`src/rtl/lsu_pkg.sv`:
```
// Shared types and constants for the load/store controller.
package lsu_pkg;

  // Lane geometry of the 32-bit data word.
  localparam int LANE_W = 8;
  localparam int HALF_W = 16;
  localparam int WORD_W = 32;

  typedef enum logic [1:0] {
    SZ_BYTE = 2'b00,
    SZ_HALF = 2'b01,
    SZ_WORD = 2'b10,
    SZ_RSVD = 2'b11
  } size_e;

  typedef enum logic [2:0] {
    IDLE     = 3'd0,
    LD_RD    = 3'd1,
    LD_WAIT  = 3'd2,
    ST_WR    = 3'd3,
    RMW_RD   = 3'd4,
    RMW_WAIT = 3'd5,
    RMW_WR   = 3'd6,
    RESP     = 3'd7
  } state_e;

  // Flags an access whose size is reserved or whose low address bits are
  // not aligned to that size.
  function automatic logic size_fault(input size_e size, input logic [1:0] lo);
    logic f;
    case (size)
      SZ_BYTE: f = 1'b0;
      SZ_HALF: f = lo[0];
      SZ_WORD: f = (lo != 2'b00);
      default: f = 1'b1;
    endcase
    return f;
  endfunction

endpackage

```
`src/rtl/lsu_ctrl_if.sv`:
```
// Pipeline-side request/response bus of the load/store controller.
interface lsu_ctrl_if #(
  parameter int W  = 32,
  parameter int AW = 32
);
  logic          req_valid;
  logic          req_ready;
  logic          req_we;
  logic [1:0]    req_size;
  logic          req_unsigned;
  logic [AW-1:0] req_addr;
  logic [W-1:0]  req_wdata;
  logic          resp_valid;
  logic [W-1:0]  resp_rdata;
  logic          resp_err;

  // Execute stage side: issues requests, consumes responses.
  modport master (
    output req_valid, req_we, req_size, req_unsigned, req_addr, req_wdata,
    input  req_ready, resp_valid, resp_rdata, resp_err
  );

  // Controller side.
  modport slave (
    input  req_valid, req_we, req_size, req_unsigned, req_addr, req_wdata,
    output req_ready, resp_valid, resp_rdata, resp_err
  );
endinterface

```
`src/rtl/lsu_fmt.sv`:
```
// Combinational lane logic: load extract/extend and sub-word store merge.
module lsu_fmt
  import lsu_pkg::*;
(
  input  size_e              size_i,
  input  logic               unsigned_i,
  input  logic [1:0]         lane_i,
  input  logic [WORD_W-1:0]  rdata_i,
  input  logic [HALF_W-1:0]  wdata_i,
  output logic [WORD_W-1:0]  ld_data_o,
  output logic [WORD_W-1:0]  st_word_o
);

  logic [LANE_W-1:0] byte_s;
  logic [HALF_W-1:0] half_s;

  // Pick the addressed byte and halfword out of the memory word.
  always_comb begin
    byte_s = 8'h00;
    case (lane_i)
      2'b00:   byte_s = rdata_i[7:0];
      2'b01:   byte_s = rdata_i[15:8];
      2'b10:   byte_s = rdata_i[23:16];
      2'b11:   byte_s = rdata_i[31:24];
      default: byte_s = rdata_i[7:0];
    endcase
    if (lane_i[1]) begin
      half_s = rdata_i[31:16];
    end else begin
      half_s = rdata_i[15:0];
    end
  end

  // Right-align and sign/zero extend; words pass through untouched.
  always_comb begin
    ld_data_o = 32'h0000_0000;
    case (size_i)
      SZ_BYTE: begin
        if (unsigned_i) begin
          ld_data_o = {24'h00_0000, byte_s};
        end else begin
          ld_data_o = {{24{byte_s[7]}}, byte_s};
        end
      end
      SZ_HALF: begin
        if (unsigned_i) begin
          ld_data_o = {16'h0000, half_s};
        end else begin
          ld_data_o = {{16{half_s[15]}}, half_s};
        end
      end
      SZ_WORD: ld_data_o = rdata_i;
      default: ld_data_o = 32'h0000_0000;
    endcase
  end

  // Replace only the addressed lane of the old word with the store data.
  always_comb begin
    st_word_o = rdata_i;
    case (size_i)
      SZ_BYTE: begin
        case (lane_i)
          2'b00:   st_word_o[7:0]   = wdata_i[7:0];
          2'b01:   st_word_o[15:8]  = wdata_i[7:0];
          2'b10:   st_word_o[23:16] = wdata_i[7:0];
          2'b11:   st_word_o[31:24] = wdata_i[7:0];
          default: st_word_o        = rdata_i;
        endcase
      end
      SZ_HALF: begin
        if (lane_i[1]) begin
          st_word_o[31:16] = wdata_i;
        end else begin
          st_word_o[15:0] = wdata_i;
        end
      end
      default: st_word_o = rdata_i;
    endcase
  end

endmodule

```
`src/rtl/lsu_ctrl.sv`:
```
// Load/store controller: turns byte-addressed requests into word-indexed
// MemRead/MemWrite strobes, with read-modify-write for sub-word stores.
module lsu_ctrl
  import lsu_pkg::*;
#(
  parameter int W  = 32,
  parameter int N  = 5,
  parameter int AW = 32
) (
  input  logic         clk,
  input  logic         rst,
  lsu_ctrl_if.slave    bus,
  output logic [N-1:0] mem_address_o,
  output logic         mem_read_o,
  output logic         mem_write_o,
  output logic [W-1:0] mem_wdata_o,
  input  logic [W-1:0] mem_rdata_i
);

  state_e       state_q, state_d;
  size_e        size_q;
  logic         uns_q;
  logic [1:0]   lane_q;
  logic [15:0]  wdata_q;
  logic [N-1:0] mem_address_q;
  logic [W-1:0] mem_wdata_q;
  logic         mem_read_q, mem_write_q;
  logic         resp_valid_q, resp_err_q;
  logic [W-1:0] resp_rdata_q;

  size_e        size_in_s;
  logic         accept_s, err_s;
  logic [W-1:0] ld_data_s, st_word_s;

  assign size_in_s = size_e'(bus.req_size);
  assign accept_s  = bus.req_valid && (state_q == IDLE);
  // The checks look at the request being accepted, i.e. the values latched
  // at the same edge, so the error path can reach RESP in cycle 1.
  assign err_s     = size_fault(size_in_s, bus.req_addr[1:0]) ||
                     (|(bus.req_addr >> (N + 2)));

  // Sequencing: route the accepted request down its load/store/error path.
  always_comb begin
    state_d = state_q;
    case (state_q)
      IDLE: begin
        if (!accept_s) begin
          state_d = IDLE;
        end else if (err_s) begin
          state_d = RESP;
        end else if (!bus.req_we) begin
          state_d = LD_RD;
        end else if (size_in_s == SZ_WORD) begin
          state_d = ST_WR;
        end else begin
          state_d = RMW_RD;
        end
      end
      LD_RD:    state_d = LD_WAIT;
      LD_WAIT:  state_d = RESP;
      ST_WR:    state_d = RESP;
      RMW_RD:   state_d = RMW_WAIT;
      RMW_WAIT: state_d = RMW_WR;
      RMW_WR:   state_d = RESP;
      RESP:     state_d = IDLE;
      default:  state_d = IDLE;
    endcase
  end

  // State register.
  always_ff @(posedge clk) begin
    if (rst) begin
      state_q <= IDLE;
    end else begin
      state_q <= state_d;
    end
  end

  // Request latches, registered strobes, write-data/merge word and response.
  always_ff @(posedge clk) begin
    if (rst) begin
      size_q        <= SZ_BYTE;
      uns_q         <= 1'b0;
      lane_q        <= 2'b00;
      wdata_q       <= 16'h0000;
      mem_address_q <= {N{1'b0}};
      mem_wdata_q   <= {W{1'b0}};
      mem_read_q    <= 1'b0;
      mem_write_q   <= 1'b0;
      resp_valid_q  <= 1'b0;
      resp_rdata_q  <= {W{1'b0}};
      resp_err_q    <= 1'b0;
    end else begin
      mem_read_q   <= (state_d == LD_RD) || (state_d == RMW_RD);
      mem_write_q  <= (state_d == ST_WR) || (state_d == RMW_WR);
      resp_valid_q <= (state_d == RESP);
      if (accept_s) begin
        size_q  <= size_in_s;
        uns_q   <= bus.req_unsigned;
        lane_q  <= bus.req_addr[1:0];
        wdata_q <= bus.req_wdata[15:0];
        // Faulting requests leave the memory-side outputs untouched.
        if (!err_s) begin
          mem_address_q <= bus.req_addr[N+1:2];
          if (bus.req_we && (size_in_s == SZ_WORD)) begin
            mem_wdata_q <= bus.req_wdata;
          end
        end
      end
      if (state_q == RMW_WAIT) begin
        mem_wdata_q <= st_word_s;
      end
      if (state_q == LD_WAIT) begin
        resp_rdata_q <= ld_data_s;
        resp_err_q   <= 1'b0;
      end else if (state_d == RESP) begin
        // Coming straight from IDLE into RESP means the request faulted.
        resp_rdata_q <= {W{1'b0}};
        resp_err_q   <= (state_q == IDLE);
      end
    end
  end

  lsu_fmt u_fmt (
    .size_i     (size_q),
    .unsigned_i (uns_q),
    .lane_i     (lane_q),
    .rdata_i    (mem_rdata_i),
    .wdata_i    (wdata_q),
    .ld_data_o  (ld_data_s),
    .st_word_o  (st_word_s)
  );

  assign bus.req_ready  = (state_q == IDLE);
  assign bus.resp_valid = resp_valid_q;
  assign bus.resp_rdata = resp_rdata_q;
  assign bus.resp_err   = resp_err_q;
  assign mem_address_o  = mem_address_q;
  assign mem_wdata_o    = mem_wdata_q;
  // No memory access may happen while reset is held, even mid-write.
  assign mem_read_o     = mem_read_q && !rst;
  assign mem_write_o    = mem_write_q && !rst;

endmodule
```
`src/flat_wrapper.sv`:
```
// flat-port wrapper written by rule: the top's interface ports become plain ports
module lsu_ctrl_flat import lsu_pkg::*;
#(
  parameter int W  = 32,
  parameter int N  = 5,
  parameter int AW = 32
)
  (clk, rst, mem_address_o, mem_read_o, mem_write_o, mem_wdata_o, mem_rdata_i, bus_req_valid, bus_req_we, bus_req_size, bus_req_unsigned, bus_req_addr, bus_req_wdata, bus_req_ready, bus_resp_valid, bus_resp_rdata, bus_resp_err);
  lsu_ctrl_if #(.W(W), .AW(AW)) bus_i ();
  input  logic clk;
  input  logic rst;
  output logic [N-1:0] mem_address_o;
  output logic mem_read_o;
  output logic mem_write_o;
  output logic [W-1:0] mem_wdata_o;
  input  logic [W-1:0] mem_rdata_i;
  input wire logic [$bits(bus_i.req_valid)-1:0] bus_req_valid;
  input wire logic [$bits(bus_i.req_we)-1:0] bus_req_we;
  input wire logic [$bits(bus_i.req_size)-1:0] bus_req_size;
  input wire logic [$bits(bus_i.req_unsigned)-1:0] bus_req_unsigned;
  input wire logic [$bits(bus_i.req_addr)-1:0] bus_req_addr;
  input wire logic [$bits(bus_i.req_wdata)-1:0] bus_req_wdata;
  output wire logic [$bits(bus_i.req_ready)-1:0] bus_req_ready;
  output wire logic [$bits(bus_i.resp_valid)-1:0] bus_resp_valid;
  output wire logic [$bits(bus_i.resp_rdata)-1:0] bus_resp_rdata;
  output wire logic [$bits(bus_i.resp_err)-1:0] bus_resp_err;
  assign bus_i.req_valid = bus_req_valid;
  assign bus_i.req_we = bus_req_we;
  assign bus_i.req_size = bus_req_size;
  assign bus_i.req_unsigned = bus_req_unsigned;
  assign bus_i.req_addr = bus_req_addr;
  assign bus_i.req_wdata = bus_req_wdata;
  assign bus_req_ready = bus_i.req_ready;
  assign bus_resp_valid = bus_i.resp_valid;
  assign bus_resp_rdata = bus_i.resp_rdata;
  assign bus_resp_err = bus_i.resp_err;
  lsu_ctrl #(.W(W), .N(N), .AW(AW)) u_core (.clk(clk), .rst(rst), .bus(bus_i), .mem_address_o(mem_address_o), .mem_read_o(mem_read_o), .mem_write_o(mem_write_o), .mem_wdata_o(mem_wdata_o), .mem_rdata_i(mem_rdata_i));
endmodule
```
`config.mk`:
```
export PLATFORM = sky130hd
export DESIGN_NAME = lsu_ctrl_flat
export DESIGN_NICKNAME = d
export VERILOG_FILES = /design/src/rtl/lsu_pkg.sv /design/src/rtl/lsu_ctrl_if.sv /design/src/rtl/lsu_fmt.sv /design/src/rtl/lsu_ctrl.sv /design/src/flat_wrapper.sv
export SDC_FILE = /design/constraint.sdc
export NUM_CORES = 1
export LEC_CHECK = 0
export BUFFER_PORTS_ARGS = -buffer_cell sky130_fd_sc_hd__buf_2
export CORE_MARGIN = 1
export CORE_UTILIZATION = 45
export CTS_BUF_LIST = sky130_fd_sc_hd__clkbuf_8
export CTS_CLUSTER_DIAMETER = 40
export CTS_CLUSTER_SIZE = 25
export DETAILED_ROUTE_END_ITERATION = 7
export GPL_TIMING_DRIVEN = 0
export HOLD_SLACK_MARGIN = 0.02
export PLACE_DENSITY_LB_ADDON = 0.3
export SLEW_MARGIN = 20
export SYNTH_ARGS = -nofsm -noshare
export SYNTH_HDL_FRONTEND = slang
export SYNTH_HIERARCHICAL = 1
export SYNTH_SLANG_ARGS = --single-unit
```
`constraint.sdc`:
```
create_clock -name clk -period 1.9 [get_ports clk]
set_clock_uncertainty 0.2 [all_clocks]
set_input_delay 0 -clock clk [delete_from_list [all_inputs] [get_ports clk]]
set_output_delay 0 -clock clk [all_outputs]
set_load 0.01 [all_outputs]
```
**Yosys cells after proc, flatten, opt, wreduce, memory -nomap -nowiden**

Cells that the tools add are included.

- Input bits: 103
- Register bits after elaboration: 97

- Mux-type cells: 24
- Reductions and logical operators: 21
- Equal/unequal tests: 20
- Bitwise logic cells: 1

Operator list:

| cell | count |
|---|---|
| 32-bit two-way mux | 8 |
| 32-bit one-hot mux with 3 select lines | 1 |
| 32-bit one-hot mux with 2 select lines | 1 |
| 16-bit two-way mux | 3 |
| 8-bit two-way mux | 4 |
| 8-bit one-hot mux with 4 select lines | 1 |
| 25-bit OR reduction | 1 |
| 3-bit equality test, second input constant | 7 |
| 3-bit one-hot mux with 6 select lines | 1 |
| 3-bit two-way mux | 4 |
| 3-bit by 2-bit equality test with 1-bit output, second input constant | 3 |
| 2-bit equality test, second input constant | 4 |
| 2-bit nonzero test | 4 |
| 2-bit by 1-bit equality test with 1-bit output, second input constant | 3 |
| 3-bit by 1-bit equality test with 1-bit output, second input constant | 2 |
| 2-bit logical NOT | 3 |
| 1-bit logical AND | 4 |
| 3-bit logical NOT | 1 |
| 1-bit logical OR | 3 |
| 1-bit one-hot mux with 3 select lines | 1 |
| 3-bit AND reduction | 1 |
| 3-bit OR reduction | 1 |
| 2-bit inequality test, second input constant | 1 |
| 2-bit AND reduction | 1 |
| other kinds (3) | 3 |

**Logic depth before layout (Yosys ltp)**

- Word-level depth: 9
- Gate-level depth with buffers: 10

**Hierarchy**

The synthesis kept the hierarchy.

By module, submodules not included:

| module | sequential area each (um^2) | cells each | instances | area an instance (um^2) |
|---|---|---|---|---|
| lsu_ctrl | 1941.9 | 575 | 1 | 4416.7 |
| lsu_fmt | 0.0 | 196 | 1 | 1562.7 |

**Least setup slack after synthesis**

Ideal clock, no wire load.

- Kind: register to register
- Start point: register u_core.state_q[0]
- End point: register u_core.mem_wdata_q[10], in the netlist u_core/mem_wdata_o[10]
- Buffers on the path: 2
- Arrival time: 1.689 ns
- Data required time: 1.630 ns
- Cell stages (with the launch flop): 8
- Slack: -0.060 ns
- Cell sequence: dfxtp_1 > clkbuf_1 > nor4b_4 > nand2b_1 > nor4_2 > clkbuf_2 > o21ai_0 > a21oi_1

- Longest elaborated chain between the ends: 4
- Elaborated cells on any way between the ends: 8
- Those cells by class: eq/ne (2); mux (1); reduce/logical (5)

RTL lines:

| element | RTL line | text |
|---|---|---|
| start, declared | lsu_ctrl.sv:20 | `state_e state_q, state_d;` |
| start signal, assigned | lsu_ctrl.sv:75 | `state_q <= state_d;` |
| 3-bit logical NOT | lsu_ctrl.sv:36 | `assign accept_s = bus.req_valid && (state_q == IDLE);` |
| 1-bit logical AND | lsu_ctrl.sv:36 |  |
| 2-bit nonzero test (no line) | n/a |  |
| 3-bit AND reduction (no line) | n/a |  |
| end signal, assigned | lsu_ctrl.sv:87 | `mem_wdata_q <= {W{1'b0}};` |
| end signal, assigned | lsu_ctrl.sv:106 | `mem_wdata_q <= bus.req_wdata;` |
| end signal, assigned | lsu_ctrl.sv:111 | `mem_wdata_q <= st_word_s;` |
| end, declared | lsu_ctrl.sv:26 | `logic [W-1:0] mem_wdata_q;` |

Several ways; a longest one is shown, not always the timed one.
A chain may end at the register's enable or synchronous reset.

**Worst setup path in the final report**

- Start point: register u_core.lane_q[0]
- End point: register u_core.resp_rdata_q[31], in the netlist u_core/bus.resp_rdata[31]

- Longest elaborated chain between the ends: 5
- Elaborated cells on any way between the ends: 8
- Those cells by class: eq/ne (3); mux (4); reduce/logical (1)

RTL lines:

| element | RTL line | text |
|---|---|---|
| start, declared | lsu_ctrl.sv:23 | `logic [1:0] lane_q;` |
| start signal, assigned | lsu_ctrl.sv:100 | `lane_q <= bus.req_addr[1:0];` |
| 2-bit equality test, or another cell as far along | lsu_fmt.sv:20 | `case (lane_i)` |
| 8-bit one-hot mux with 4 select lines (*) | lsu_fmt.sv:20 |  |
| 32-bit two-way mux (*) | lsu_fmt.sv:39 | `if (unsigned_i) begin` |
| 32-bit one-hot mux with 3 select lines (*) | lsu_fmt.sv:37 | `case (size_i)` |
| net u_core.ld_data_s[31] | lsu_ctrl.sv:33 | `logic [W-1:0] ld_data_s, st_word_s;` |
| 32-bit two-way mux (*) | lsu_ctrl.sv:113 | `if (state_q == LD_WAIT) begin` |
| end signal, assigned | lsu_ctrl.sv:91 | `resp_rdata_q <= {W{1'b0}};` |
| end signal, assigned | lsu_ctrl.sv:114 | `resp_rdata_q <= ld_data_s;` |
| end signal, assigned | lsu_ctrl.sv:118 | `resp_rdata_q <= {W{1'b0}};` |
| end, declared | lsu_ctrl.sv:29 | `logic [W-1:0] resp_rdata_q;` |

The timed path passes the listed nets; every way through them passes the cells marked *.

==> run summary <==
Synth top area share -> 0.325
Crit. End Element -> flip-flop
Die W -> 117 um
# rows -> 41
Antenna-violating nets left -> 0
Worst R2R Start -> u_core/lane_q[0]
Crit-path max cell delay -> 0.36 ns
P_leak -> 0.00365 uW
Yosys cell types -> 55
Post-synthesis net count -> 874
Placed Instance Area -> 7070 um2
RSZ-0062 raised after global routing -> true
Post-synth EDFFs -> 0
CTS clk-pin slew, worst paths -> 0.10 ns
Final net count -> 1151
Hold Slack -> 0.0313 ns
CTS max path bufs -> 2
CP max-delay cell -> dfxtp_2
Count leader, synth -> nand2_1
Iter 0 DRT Violations -> 829
GRT overflow -> 0
Synthesis-to-layout area growth -> 46.4%
Critical Path Source Type -> flip-flop
Worst r2r path cells -> 7
Initial antenna violation count -> 0
DR pass1 iterations -> 7
Hold WC Path Type -> in2reg
VDD IR max -> 473 uV
Skew-Pair Late Insertion Delay -> 0.38 ns
FF+latch count, synth -> 97
Synth area leaders -> dfxtp_1 32%, nand2_1 12%, a21oi_1 7.8%
Async SR Flop Fraction -> 0
Clock period minus worst slack -> 2.11 ns
CP Max Fanout -> 8
Port Buffers -> 175
Synthesized area -> 5980 um2
Detailed Place HPWL -> 15300 um
Die area -> 13800 um2
Violated checks -> negative setup slack
Tcrit/Tclk final -> 1.11
Final WS setup -> -0.211 ns
Root Driver -> clkbuf_8
Most common cell on crit path -> buf_6
Synth cell count leaders -> 196 x nand2_1, 97 x dfxtp_1, 93 x a21oi_1
Initial core utilization -> 0.468
Fin area -> 8750 um2
Most used DFF post-synth -> dfxtp_1
Crit Path Category -> reg2reg
Sequential area share after synthesis -> 0.325
Chip height -> 117 um
Drt via density -> 5.93
Worst EP required -> 1.95 ns
R2R Path End -> u_core/bus.resp_rdata[31]
Layout cell share with drive strength beyond 1 -> 0.390
Drt total wl -> 23100 um
Yosys top cell by area -> dfxtp_1
Critical Path, Cell by Cell -> buf_6 -> mux2_4 -> a22oi_2 -> buf_6 -> o211ai_1 -> a21oi_2 -> a211oi_2
CTS buffer count -> 9
First-pass GRT wire length -> 35200 um
H-tree lvl count -> 3
Ports -> 177
Tot GR Track Use -> 0.333
CORE AREA -> 12800 um2
Hold Path Depth -> 4
Synth warn -> 6
Largest net degree at the start of global routing -> 16
Data arrival, critical path -> 2.17 ns
Fin. Hold Viols -> 0
Max Fclk -> 474 MHz
Hold-critical path endpoint -> u_core/bus.resp_rdata[2]
Syn Area/Cell -> 7.76 um2
Worst slew margin relative to its limit -> 0.518
Number of clock sinks -> 97
Worst Max-Slew Pin Slew -> 0.723 ns
# Max-Cap Violations -> 0
Final Non-Filler Cells -> 1225
Slew Limit Fails -> 0
Routed via count -> 7262
Cell area power density -> 635 nW/um2
Ant diodes -> 0
# placed instances -> 1118
CTS tree -> built
Final setup violation count -> 63
Status -> complete, but fails checks
# DRC -> 0
Vias in the first global route -> 6694
Reg2reg setup slack -> -0.21 ns
Post-DR wirelength/cell -> 18.8 um
Routability cong. -> 0.907
Hold wc startpoint -> mem_rdata_i[2]
Gate Count Post-Synth -> 771
critical path: cells and delay by family, from the launching register on:
| family | cells | cell delay, ns |
|---|---|---|
| AOI/OAI and AO/OA | 4 | 0.79 |
| DFF | 1 | 0.36 |
| buffers and inverters | 2 | 0.30 |
| muxes | 1 | 0.31 |
how the worst max path moves through the flow:
stage                                      endpoint         startpoint  slack [ns]
after floorplan           u_core/bus.resp_rdata[10]  u_core/state_q[2]       -0.03
after global placement    u_core/bus.resp_rdata[10]  u_core/state_q[0]       -0.60
after detailed placement  u_core/bus.resp_rdata[20]  u_core/state_q[0]       -0.62
after CTS                 u_core/bus.resp_rdata[31]   u_core/lane_q[0]       -0.11
after global routing      u_core/bus.resp_rdata[31]   u_core/lane_q[0]       -0.22
final                     u_core/bus.resp_rdata[31]   u_core/lane_q[0]       -0.21
repair_timing:
item	CTS	global route
setup endpoints to repair	92	86
buffers inserted	19	3
gates cloned	5	0
hold endpoints to repair	83	0
hold buffers	69	0
pin swaps	47	21
resized for setup	155	72
power breakdown:
part	total [uW]	leakage, uW	internal, uW	switching (uW)
combinational	1870	0.00275	840	1030
clock	1450	0.000107	677	772
sequential	2230	0.000791	2140	99.4
cell type report:
| cell class | instances | area [um2] |
|---|---|---|
| flip-flops and latches | 97 | 1960 |
| plain buffers | 73 | 507 |
| fillers | 993 | 4020 |
| well taps | 172 | 215 |
| clock buffers | 11 | 151 |
| inverters | 2 | 7.51 |
| repair buffers | 270 | 1810 |
| clock inverters | 5 | 55.1 |
| multi-input cells | 595 | 4040 |
per-layer routing:
layer / track usage / vias up / wire, um
met4: 0.159 / 0 / 906
met2: 0.528 / 436 / 10300
met3: 0.0484 / 91 / 2080
met1: 0.446 / 3379 / 9770
met5: 0 / - / 0
li1: - / 3356 / -
per-stage QoR:
stage / setup slack [ns] / setup TNS, ns / power (uW) / utilization
final: -0.211 / -4.64 / 5550 / 0.685
after detailed placement: -0.615 / -36.82 / 3670 / 0.554
after global routing: -0.224 / -10.19 / 5800 / 0.685
after CTS: -0.107 / -2.04 / 5380 / 0.668
after floorplan: -0.0326 / -0.652 / 3180 / -
after global placement: -0.596 / -36.68 / 3650 / 0.554
cell families (layout without fill, tap and decap cells):
family / Yosys count / count (layout) / synth area share
buffers and inverters: 80 / 361 / 0.0613
AO/OA/AOI/OAI: 279 / 279 / 0.317
AND/OR/NAND/NOR: 265 / 266 / 0.205
flip-flops: 97 / 97 / 0.325
multiplexers: 50 / 50 / 0.0917
state kept, by name (all words and copies together), names as in the netlist:
| name | count |
|---|---|
| u_core/bus.resp_rdata | 32 |
| u_core/mem_wdata_o | 32 |
| u_core/wdata_q | 16 |
| u_core/mem_address_o | 5 |
| u_core/state_q | 3 |
| u_core/lane_q | 2 |
| u_core/size_q | 2 |
| u_core/bus.resp_err | 1 |
| u_core/bus.resp_valid | 1 |
| u_core/mem_read_q | 1 |
| u_core/mem_write_q | 1 |
| u_core/uns_q | 1 |
cells in the final DEF, fill, tap and decap left out, types with 20 or more instances in the layout:
cell	instances
o21ai_2	26
a21oi_1	78
o211ai_1	28
buf_4	28
dfxtp_1	90
nand2_1	187
dlygate4sd3_1	69
buf_2	183
o211ai_2	20
a211oi_1	30
Note: power is estimated with default switching activity, not from simulation.
